==> config.mk <==
export PLATFORM = sky130hd
export DESIGN_NAME = clock_enable_control_flat
export DESIGN_NICKNAME = d
export VERILOG_FILES = /design/src/rtl/clock_pkg.sv /design/src/rtl/clock_enable_control_if.sv /design/src/rtl/button_debounce.sv /design/src/rtl/clock_enable_control.sv /design/src/flat_wrapper.sv
export SDC_FILE = /design/constraint.sdc
export NUM_CORES = 1
export LEC_CHECK = 0
export ABC_AREA = 1
export BUFFER_PORTS_ARGS = -buffer_cell sky130_fd_sc_hd__buf_2
export CAP_MARGIN = 10
export CORE_MARGIN = 1
export CORE_UTILIZATION = 46
export DETAILED_ROUTE_END_ITERATION = 12
export PLACE_DENSITY = 0.63
export REMOVE_ABC_BUFFERS = 1
export SLEW_MARGIN = 10
export SYNTH_ARGS = -nofsm -noshare
export SYNTH_HDL_FRONTEND = slang
export SYNTH_HIERARCHICAL = 1
export SYNTH_SLANG_ARGS = --single-unit
==> constraint.sdc <==
create_clock -name in_clock -period 3.2 [get_ports in_clock]
set_input_delay 0.32 -clock in_clock [delete_from_list [all_inputs] [get_ports in_clock]]
set_output_delay 0.32 -clock in_clock [all_outputs]
set_load 0.005 [all_outputs]
==> src/rtl/clock_pkg.sv <==
// Shared definitions for the clock-enable controller: FSM encoding, mode value
// and the default divisor table.
package clock_pkg;

    localparam int MODE_W = 2;
    localparam logic [MODE_W-1:0] PROC_MODE_DEF = 2'b10;

    // Source 0 occupies the least significant field.
    localparam logic [77:0] DIV_LIST_DEF = {26'd50000000, 26'd2, 26'd5};

    typedef enum logic {
        ST_RUN    = 1'b0,
        ST_SWITCH = 1'b1
    } state_t;

endpackage

==> src/rtl/clock_enable_control_if.sv <==
// Control/status bundle between a host and the clock-enable controller.
interface clock_enable_control_if
    import clock_pkg::*;
#(
    parameter int N_SRC = 4
);
    localparam int SEL_W = $clog2(N_SRC);

    logic [MODE_W-1:0] mode;
    logic [SEL_W-1:0]  sel;
    logic              manual;
    logic              halt;
    logic              clk_en;
    logic [SEL_W-1:0]  cur_sel;
    logic              switching;

    modport master (
        output mode, sel, manual, halt,
        input  clk_en, cur_sel, switching
    );

    modport slave (
        input  mode, sel, manual, halt,
        output clk_en, cur_sel, switching
    );

endinterface

==> src/rtl/button_debounce.sv <==
// Push-button conditioner: two-flop synchroniser, stability counter and a
// one-cycle pulse on each filtered rising edge.
module button_debounce #(
    parameter int DEB_CYCLES = 500000
) (
    input  logic clk,
    input  logic rst_n,
    input  logic raw,
    output logic rise
);
    localparam int CNT_W = $clog2(DEB_CYCLES + 1);

    logic             sync1_reg;
    logic             sync2_reg;
    logic             filt_reg;
    logic             filt_d_reg;
    logic             rise_reg;
    logic [CNT_W-1:0] cnt_reg;

    always_ff @(posedge clk or negedge rst_n) begin
        if (!rst_n) begin
            sync1_reg  <= 1'b0;
            sync2_reg  <= 1'b0;
            filt_reg   <= 1'b0;
            filt_d_reg <= 1'b0;
            rise_reg   <= 1'b0;
            cnt_reg    <= '0;
        end else begin
            sync1_reg <= raw;
            sync2_reg <= sync1_reg;
            // Any sample agreeing with the filtered level restarts the run.
            if (sync2_reg != filt_reg) begin
                if (cnt_reg == CNT_W'(DEB_CYCLES - 1)) begin
                    filt_reg <= sync2_reg;
                    cnt_reg  <= '0;
                end else begin
                    cnt_reg <= cnt_reg + CNT_W'(1);
                end
            end else begin
                cnt_reg <= '0;
            end
            filt_d_reg <= filt_reg;
            rise_reg   <= filt_reg & ~filt_d_reg;
        end
    end

    assign rise = rise_reg;

endmodule

==> src/rtl/clock_enable_control.sv <==
// Selects one of several clock-enable sources (shared-counter dividers or a
// debounced manual step) and switches between them without glitching clk_en.
module clock_enable_control
    import clock_pkg::*;
#(
    parameter int                         N_SRC      = 4,
    parameter int                         DIV_W      = 26,
    parameter logic [(N_SRC-1)*DIV_W-1:0] DIV_LIST   = DIV_LIST_DEF,
    parameter int                         DEB_CYCLES = 500000,
    parameter logic [MODE_W-1:0]          PROC_MODE  = PROC_MODE_DEF
) (
    input logic                   in_clock,
    input logic                   reset_n,
    clock_enable_control_if.slave bus
);
    localparam int               SEL_W   = $clog2(N_SRC);
    localparam logic [SEL_W-1:0] MAN_SEL = SEL_W'(N_SRC - 1);
    localparam logic [DIV_W-1:0] RST_CNT = DIV_LIST[DIV_W-1:0] - DIV_W'(1);

    state_t           state_reg;
    logic [SEL_W-1:0] cur_sel_reg;
    logic [DIV_W-1:0] cnt_reg;
    logic             clk_en_reg;

    logic [SEL_W-1:0] req;
    logic             is_manual;
    logic             commit;
    logic             move;
    logic             deb_rise;
    logic [DIV_W-1:0] reload_tab [N_SRC];

    // The manual slot has no divisor; its reload value is never used for counting.
    generate
        for (genvar gi = 0; gi < N_SRC; gi++) begin : g_reload
            if (gi < N_SRC - 1) begin : g_div
                assign reload_tab[gi] = DIV_LIST[gi*DIV_W +: DIV_W] - DIV_W'(1);
            end else begin : g_man
                assign reload_tab[gi] = '0;
            end
        end
    endgenerate

    button_debounce #(
        .DEB_CYCLES (DEB_CYCLES)
    ) u_debounce (
        .clk   (in_clock),
        .rst_n (reset_n),
        .raw   (bus.manual),
        .rise  (deb_rise)
    );

    always_comb begin
        req = '0;
        if (bus.mode == PROC_MODE && 32'(bus.sel) < N_SRC) begin
            req = bus.sel;
        end
        is_manual = (cur_sel_reg == MAN_SEL);
        // A divider source hands over only right after its own pulse.
        commit = (state_reg == ST_SWITCH) && (is_manual || clk_en_reg);
        move   = commit && (req != cur_sel_reg);
    end

    always_ff @(posedge in_clock or negedge reset_n) begin
        if (!reset_n) begin
            state_reg   <= ST_RUN;
            cur_sel_reg <= '0;
            cnt_reg     <= RST_CNT;
            clk_en_reg  <= 1'b0;
        end else begin
            case (state_reg)
                ST_RUN:    if (req != cur_sel_reg) state_reg <= ST_SWITCH;
                ST_SWITCH: if (commit) state_reg <= ST_RUN;
                default:   state_reg <= ST_RUN;
            endcase

            if (move) begin
                cur_sel_reg <= req;
                cnt_reg     <= reload_tab[req];
                clk_en_reg  <= 1'b0;
            end else if (is_manual) begin
                clk_en_reg <= deb_rise & ~bus.halt;
            end else if (bus.halt) begin
                clk_en_reg <= 1'b0;
            end else if (cnt_reg == '0) begin
                clk_en_reg <= 1'b1;
                cnt_reg    <= reload_tab[cur_sel_reg];
            end else begin
                clk_en_reg <= 1'b0;
                cnt_reg    <= cnt_reg - DIV_W'(1);
            end
        end
    end

    assign bus.clk_en    = clk_en_reg;
    assign bus.cur_sel   = cur_sel_reg;
    assign bus.switching = (state_reg == ST_SWITCH);

endmodule

==> src/flat_wrapper.sv <==
// flat-port wrapper written by rule: the top's interface ports become plain ports
module clock_enable_control_flat import clock_pkg::*;
#(
    parameter int                         N_SRC      = 4,
    parameter int                         DIV_W      = 26,
    parameter logic [(N_SRC-1)*DIV_W-1:0] DIV_LIST   = DIV_LIST_DEF,
    parameter int                         DEB_CYCLES = 500000,
    parameter logic [MODE_W-1:0]          PROC_MODE  = PROC_MODE_DEF
)
  (in_clock, reset_n, bus_mode, bus_sel, bus_manual, bus_halt, bus_clk_en, bus_cur_sel, bus_switching);
  clock_enable_control_if #(.N_SRC(N_SRC)) bus_i ();
  input logic in_clock;
  input logic reset_n;
  input wire logic [$bits(bus_i.mode)-1:0] bus_mode;
  input wire logic [$bits(bus_i.sel)-1:0] bus_sel;
  input wire logic [$bits(bus_i.manual)-1:0] bus_manual;
  input wire logic [$bits(bus_i.halt)-1:0] bus_halt;
  output wire logic [$bits(bus_i.clk_en)-1:0] bus_clk_en;
  output wire logic [$bits(bus_i.cur_sel)-1:0] bus_cur_sel;
  output wire logic [$bits(bus_i.switching)-1:0] bus_switching;
  assign bus_i.mode = bus_mode;
  assign bus_i.sel = bus_sel;
  assign bus_i.manual = bus_manual;
  assign bus_i.halt = bus_halt;
  assign bus_clk_en = bus_i.clk_en;
  assign bus_cur_sel = bus_i.cur_sel;
  assign bus_switching = bus_i.switching;
  clock_enable_control #(.N_SRC(N_SRC), .DIV_W(DIV_W), .DIV_LIST(DIV_LIST), .DEB_CYCLES(DEB_CYCLES), .PROC_MODE(PROC_MODE)) u_core (.in_clock(in_clock), .reset_n(reset_n), .bus(bus_i));
endmodule
; Yosys cells after proc, flatten, opt, wreduce, memory -nomap -nowiden
; Cells that the tools add are included.
; Widths: inputs -> output; s select.
[word_totals]
ff_bits = 54
in_bits = 8
out_inout_bits = 4
wordCells = 54
[classes]
n_addsub = 2
order_cmp = 2
eq_ne = 7
muxes = 20
n_bitwise = 7
n_reduce_logical = 6
[op_table]
columns = operator, count
row1 = $mux 26, 8
row2 = $bmux 26 s2, 2
row3 = $mux 19, 2
row4 = $logic_not 26->1, 1
row5 = $sub 26x1->26 const B, 1
row6 = $add 19x1->19 const B, 1
row7 = $eq 19x19->1 const B, 1
row8 = $ge 3x3->1 const B, 2
row9 = $mux 1, 6
row10 = $not 2->3, 2
row11 = $eq 2x2->1 const B, 2
row12 = $reduce_and 2->1, 2
row13 = $not 1->1, 3
row14 = $and 1x1->1, 2
row15 = $logic_and 1x1->1, 2
row16 = $mux 2, 1
row17 = $ne 2x1->1 const B, 1
row18 = $ne 2x2->1, 1
row19 = $ne 2x2->1 const B, 1
row20 = $pmux 1 s2, 1
row21 = $logic_or 1x1->1, 1
row22 = $ne 1x1->1, 1

; Logic depth before layout (Yosys ltp)
; Gate-level depths: netlist (run 1).
[logic_depth]
ltp_word = 8
mapped_depth = 12

; Cells and area by module
; Netlist (run 1), hierarchy kept.
[by_module_without_submodules]
columns = mod, n_inst, cells_per_inst, area_per_inst_um2, seq_area_each_um2
row1 = clock_enable_control, 1, 343, 2327.2, 752.0
row2 = button_debounce, 1, 151, 1248.7, 600.6

; Worst setup path before layout (run 1)
; No wires, ideal clock.
[synth_timing]
path_kind = register to register
from = register u_core.cur_sel_reg[1] (netlist: u_core/bus.cur_sel[1])
to = register u_core.cnt_reg[12]
setup_ns = 0.113
arrival_ns = 1.538
path_slack_ns = 1.550
path_stages_with_launch = 11
n_path_buf = 1
period_less_slack_ns = 1.650
path_cell_list = dfrtp_1 ha_1 o21ai_1 inv_1 nand2_4 nand2_4 inv_2 buf_2 nand2_1 nand2_1 inv_1
[synth_between]
elab_chain_len = 8
word_cells_on_any_way = 16
cone_classes = 4 x eq/ne / 7 x mux / 1 x bitwise / 4 x reduce/logical
[synth_lines]
columns = item, line
row1 = "start, declared", clock_enable_control.sv:21  ; logic [SEL_W-1:0] cur_sel_reg;
row2 = "start signal, assigned", clock_enable_control.sv:77  ; cur_sel_reg <= req;
row3 = $not 2->3 (not written as such), clock_enable_control.sv:86  ; cnt_reg <= reload_tab[cur_sel_reg];
row4 = $bmux 26 s2, clock_enable_control.sv:86
row5 = $mux 26 (not written as such) (2 in series), clock_enable_control.sv:86
row6 = $mux 26, clock_enable_control.sv:84  ; end else if (cnt_reg == '0) begin
row7 = $mux 26, clock_enable_control.sv:82  ; end else if (bus.halt) begin
row8 = $mux 26, clock_enable_control.sv:80  ; end else if (is_manual) begin
row9 = $mux 26, clock_enable_control.sv:76  ; if (move) begin
row10 = "end signal, assigned", clock_enable_control.sv:78  ; cnt_reg <= reload_tab[req];
row11 = "end signal, assigned", clock_enable_control.sv:86
row12 = "end signal, assigned", clock_enable_control.sv:89  ; cnt_reg <= cnt_reg - DIV_W'(1);
row13 = "end, declared", clock_enable_control.sv:22  ; logic [DIV_W-1:0] cnt_reg;
; Several ways; a longest one is shown, not always the timed one. The select of a mux whose other input is x is not followed.
; A chain may end at the register's enable or synchronous reset.

; Worst setup path after layout (run 1)
[layout_timing]
from = register u_core.cur_sel_reg[1] (netlist: u_core/bus.cur_sel[1])
to = register u_core.cnt_reg[6]
; The elaborated chain is that of the path after synthesis.

==> qor.csv, run 1 <==
metric,value,unit
outcome,finished clean,
crit_arrival,2.26,ns
endpoint_kind,flip-flop,
synth_cells,494,
clk-insertion-delay-late,0.32,ns
worstHoldPathType,input pin to asynchronous set/reset pin,
max_stage_delay,0.45,ns
dp_slack,1.19,ns
yosys_most_used_dff,dfrtp_1,
cts_buffers,5,
cts_buffer_depth,2,
gp_congestion,0.871,
cp-start-kind,flip-flop,
cts_tree,yes,
dieWidth,90.2,um
cp.required,3.41,ns
p_leak,1.87,nW
largest_reg_flops,26,
fin_cells,609,
core,7370,sq um
maxCapViolations,0,
drc,0,
place_area,3740,sq um
initialDrtViolationCount,191,
worstReg2RegStart,u_core/bus.cur_sel[1]$_DFFE_PN0P_,
dp_cells,601,
synth-edff-count,0,
yosysSeqAreaShare,37.8,%
synth-async-reset-ratio,100,%
hold_viol,0,
final_area,3850,sq um
final_common_cell,nand2_1,
vias,3018,
hold_buffers,0,
fin_ws,1.15,ns
drtPass1Iterations,5,
grtUsageTotal,20.4,%
cts_resized,0,
grt_setup_unrepaired,no,
die_y,90.2,um
grt_pass1_wl,13400,um
cp_slowest_cell,dfrtp_1,
postRouteAntennaNets,0,
ctsRootBufferMaster,clkbuf_8,
wl_per_cell,12.6,um
synth_warnings,6,
slew_viol_final,0,
powerDensity,569,nW/um^2
rr_endpoint,u_core/cnt_reg[6]$_DFFE_PN0P_,
relSlewSlack,41.2,%
grt_pass1_vias,2926,
fin_tns_setup,0,ns
r2r_slack,1.15,ns
path_class,flip-flop to flip-flop,
post_cts_buffers,0,
min_period_over_period,64.0,%
overflow,0,
path_cells,ha_1 -> o21ai_1 -> inv_1 -> nand2_4 -> nand2_4 -> inv_2 -> nand2_1 -> nand2_1 -> inv_1,
finalNetCount,523,
via_per_inst,4.96,
syn_avg_cell_area,7.24,sq um
reg2reg_depth,9,
ir_worst_vdd,0.000261,V
syn_to_final_growth,7.73,%
die_area,8130,sq um
hold_slack,0.106,ns
grt_max_degree,40,
clock-sinks,54,
layout_min_cycle_time,2.05,ns
synth-seq-cells,54,
antenna_found_initial,0,
io_pins,12,
postLayoutCoreUtil,52.3,%
synth_cell_types,36,
portBuffers,11,
layout-drive-gt1-share,13.9,%
worstMarginPinSlew,0.882,ns
htree_levels,2,
setup_viol,0,
clock_skew,0.0123,ns
start_util,48.5,%
total_power,2.19,mW
fmax,0.488,GHz
cts.clk_slew.worst_paths,0.11,ns
wl,7700,um
dp_hpwl,5900,um
synth_area,3580,sq um
num_rows,31,
layout_common_cells,"nand2_1 (118), nor2_1 (95), inv_1 (61), dfrtp_1 (53), nand3_1 (46)",
diodes,0,
crit_path_max_fanout,22,
[worst max-delay path: cells and delay by family (launching register included)]
family,cells,cell delay (ns)
adder cells (fa/ha/maj),1,0.22
AND/OR/NAND/NOR,4,0.59
buffers and inverters,3,0.46
flip-flops,1,0.45
AO/OA/AOI/OAI,1,0.22
[worst max path at each step]
stage                                      to                         startpoint  slack (ns)  depth (start not counted)
4_1_cts        u_core/cnt_reg[11]$_DFFE_PN0P_  u_core/bus.cur_sel[1]$_DFFE_PN0P_        1.16                          8
2_1_floorplan  u_core/cnt_reg[12]$_DFFE_PN0P_  u_core/bus.cur_sel[1]$_DFFE_PN0P_        1.49                          9
3_5_place_dp    u_core/cnt_reg[4]$_DFFE_PN0P_  u_core/bus.cur_sel[1]$_DFFE_PN0P_        1.19                          9
6_report        u_core/cnt_reg[6]$_DFFE_PN0P_  u_core/bus.cur_sel[1]$_DFFE_PN0P_        1.15                          9
5_1_grt         u_core/cnt_reg[4]$_DFFE_PN0P_  u_core/bus.cur_sel[1]$_DFFE_PN0P_        0.96                          9
3_3_place_gp    u_core/cnt_reg[4]$_DFFE_PN0P_  u_core/bus.cur_sel[1]$_DFFE_PN0P_        1.22                          9
[metal layers]
layer,GRT usage [%],wire length [um],up-vias,part of all wire [%]
met3,2.62,231,10,3.0
met1,27.4,3700,1399,48
met4,6.59,146,0,1.9
met5,0,0,-,0
li1,-,-,1563,-
met2,34.0,3620,46,47
[synthesized netlist by cell type (3+ instances only)]
library cell  number  share of area, %
o21bai_1           3              0.63
dfrtp_1           53                37
nor2_1            95                10
xor2_1            18               4.4
o21ai_1            5              0.70
nand4_1            8               1.4
xnor2_1            4              0.98
nand3_1           46               6.4
ha_1               6               2.1
a21oi_1            9               1.3
inv_2              4              0.42
nand2_2            5              0.87
nor2_2            14               2.4
o21ai_0            4              0.56
buf_2              3              0.42
inv_1             61               6.4
nor3_1             3              0.42
nand2_1          118                12
nor2_4             7               2.2
nand2_4            7               2.2
[final cells by class]
class,count,area (sq um)
well taps,99,124
inverters,66,250
clock buffers,5,68.8
multi-input cells,370,1950
clock inverters,3,47.5
repair buffers,12,62.6
fillers,721,3520
flip-flops and latches,54,1350
[kinds of logic after synthesis]
| family | share of synthesized area [%] |
|---|---|
| compound gates | 3.57 |
| xor+xnor | 5.84 |
| fa+ha+maj | 2.10 |
| buf+inv | 7.73 |
| flops | 37.8 |
| simple gates | 42.9 |
[where the power goes]
part           total [mW]  internal (mW)  switching (mW)  leakage [nW]
Clock               0.479          0.238           0.242        0.0587
Combinational       0.726          0.274           0.453          1.14
Sequential          0.985          0.822           0.163         0.667
(Power assumes the default switching activity.)
==> run 2: changes to the inputs <==
clock period = 2.1 ns   (was 3.2 ns; I/O delays follow)
==> qor.csv, run 2 (synthesized netlist as in run 1, its figures left out) <==
metric,value,unit,change
clk-insertion-delay-late,0.32,ns,about the same
crit_arrival,2.10,ns,-0.16 ns
syn_to_final_growth,7.73,%,unchanged
largest_reg_flops,26,,unchanged
p_leak,1.87,nW,about the same
cts_tree,yes,,
dieWidth,90.2,um,unchanged
clock-sinks,54,,unchanged
min_period_over_period,90.3,%,+26 points
portBuffers,11,,unchanged
crit_path_max_fanout,10,,-55%
core,7370,sq um,unchanged
htree_levels,2,,unchanged
dp_hpwl,5950,um,+0.94%
path_cells,inv_1 -> ha_1 -> nand3_4 -> nor2_4 -> nand4_4 -> nand2_4 -> inv_4 -> nor2_8 -> nor2_1,,
path_class,flip-flop to flip-flop,,
overflow,0,,unchanged
setup_viol,0,,unchanged
fin_tns_setup,0,ns,unchanged
cts_buffers,5,,unchanged
crit_start,u_core/cnt_reg[0]$_DFFE_PN0P_,,
max_stage_delay,0.39,ns,-0.06 ns
ctsRootBufferMaster,clkbuf_8,,
dr_wl_met3,245,um,+6.1%
endpoint_kind,flip-flop,,
clock_skew,0.0130,ns,+0.000749 ns
total_power,3.24,mW,+48%
powerDensity,841,nW/um^2,+48%
r2r_slack,0.20,ns,-0.95 ns
grtUsageTotal,20.3,%,-0.13 points
violations,hold timing,,
multi_input_area,1950,sq um,+0.19%
final_common_cell,nand2_1,,
reg2reg_depth,9,,unchanged
finalNetCount,525,,+0.38%
io_pins,12,,unchanged
initialDrtViolationCount,172,,-9.9%
worstHoldPathType,input pin to asynchronous set/reset pin,,
maxCapViolations,0,,unchanged
wl,7890,um,+2.5%
worstReg2RegStart,u_core/cnt_reg[0]$_DFFE_PN0P_,,
rr_endpoint,u_core/cnt_reg[18]$_DFFE_PN0P_,,
postRouteAntennaNets,0,,unchanged
hold_slack,-0.000104,ns,-0.106 ns
seqCellArea,1350,sq um,unchanged
diodes,0,,unchanged
layout_min_cycle_time,1.90,ns,-0.151 ns
antenna_found_initial,0,,unchanged
via_per_inst,5.06,,+2.0%
cp-start-kind,flip-flop,,
drc,0,,unchanged
fillers,718,,-0.42%
fmax,0.527,GHz,+8.0%
worstMarginPinSlew,0.689,ns,-0.193 ns
cts_buffer_depth,2,,unchanged
grt_pass1_wl,13300,um,-0.61%
slew_viol_final,0,,unchanged
gp_congestion,0.895,,+2.7%
outcome,finished with violations,,
cts.clk_slew.worst_paths,0.11,ns,about the same
wl_met2,3850,um,+6.5%
layout_common_cells,"nand2_1 (118), nor2_1 (95), inv_1 (61), dfrtp_1 (53), nand3_1 (46)",,
cp.required,2.30,ns,-1.11 ns
wl_per_cell,12.9,um,+2.2%
grt_pass1_vias,2893,,-1.1%
hold_viol,1,,+1
topRoutingLayerUsed,met4,,
layout-drive-gt1-share,14.3,%,+0.34 points
start_util,48.5,%,unchanged
postLayoutCoreUtil,52.3,%,unchanged
grt_max_degree,55,,+38%
die_y,90.2,um,unchanged
cp_slowest_cell,dfrtp_1,,
ir_worst_vdd,0.000365,V,+40%
drtPass1Iterations,5,,unchanged
drt-met1-wl,3670,um,-0.73%
num_rows,31,,unchanged
relSlewSlack,54.1,%,+13 points
grt_setup_unrepaired,no,,
die_area,8130,sq um,unchanged
vias,3089,,+2.4%
run 2: cell count changes in the layout (fill, tap and decap cells not counted), sizes merged:
| cell | change |
|---|---|
| buf | +1 |
| bufinv | -1 |
| clkinv | +2 |
| dlygate4sd3 | +1 |
| inv | -1 |
run 2: worst max-delay path, delay by kind of cell, from the launching register on:
family                   cells  cell delay [ns]
AND/OR/NAND/NOR              6             0.90
buffers and inverters        2             0.16
flip-flops                   1             0.39
adder cells (fa/ha/maj)      1             0.32
run 2: routing by layer:
metal	vias to the layer above	track usage (%)
met1	1432	26.1
met2	77	35.4
li1	1570	-
met5	-	0
met3	10	2.62
met4	0	5.91
run 2: metrics by stage:
stage	setup WS, ns	cells	instance area, sq um
2_1_floorplan	0.392	490	3550
5_1_grt	0.0291	611	3850
3_5_place_dp	0.208	602	3740
4_1_cts	0.180	611	3850
6_report	0.203	611	3850
3_3_place_gp	0.221	602	3740
run 2: cell type report:
class | instances | area share (%)
Clock buffer | 5 | 1.79
Clock inverter | 3 | 0.682
Multi-Input combinational cell | 370 | 50.6
Timing Repair Buffer | 14 | 2.08
Inverter | 66 | 6.50
Sequential cell | 54 | 35.1
Tap cell | 99 | 3.22
run 2: where the power goes:
part | total, mW | switching [mW] | internal [mW]
clock | 0.616 | 0.374 | 0.242
sequential | 1.51 | 0.256 | 1.25
combinational | 1.12 | 0.697 | 0.420
total | 3.24 | 1.33 | 1.91
run 2: what timing repair did:
action                                  4_1_cts  5_1_grt
resized for setup                             0        1
endpoints found under the setup margin        0        4
endpoints found under the hold margin         1        0
hold buffers                                  1        0
buffers inserted                              0        0
run 2: how the worst max path moves through the flow:
| stage | to | slack (ns) | cells after the start |
|---|---|---|---|
| after floorplan | u_core/cnt_reg[12]$_DFFE_PN0P_ | 0.39 | 9 |
| after detailed placement | u_core/cnt_reg[13]$_DFFE_PN0P_ | 0.21 | 9 |
| after global routing | u_core/cnt_reg[20]$_DFFE_PN0P_ | 0.03 | 11 |
| after global placement | u_core/cnt_reg[18]$_DFFE_PN0P_ | 0.22 | 9 |
| final | u_core/cnt_reg[18]$_DFFE_PN0P_ | 0.20 | 9 |
| after CTS | u_core/cnt_reg[13]$_DFFE_PN0P_ | 0.18 | 9 |
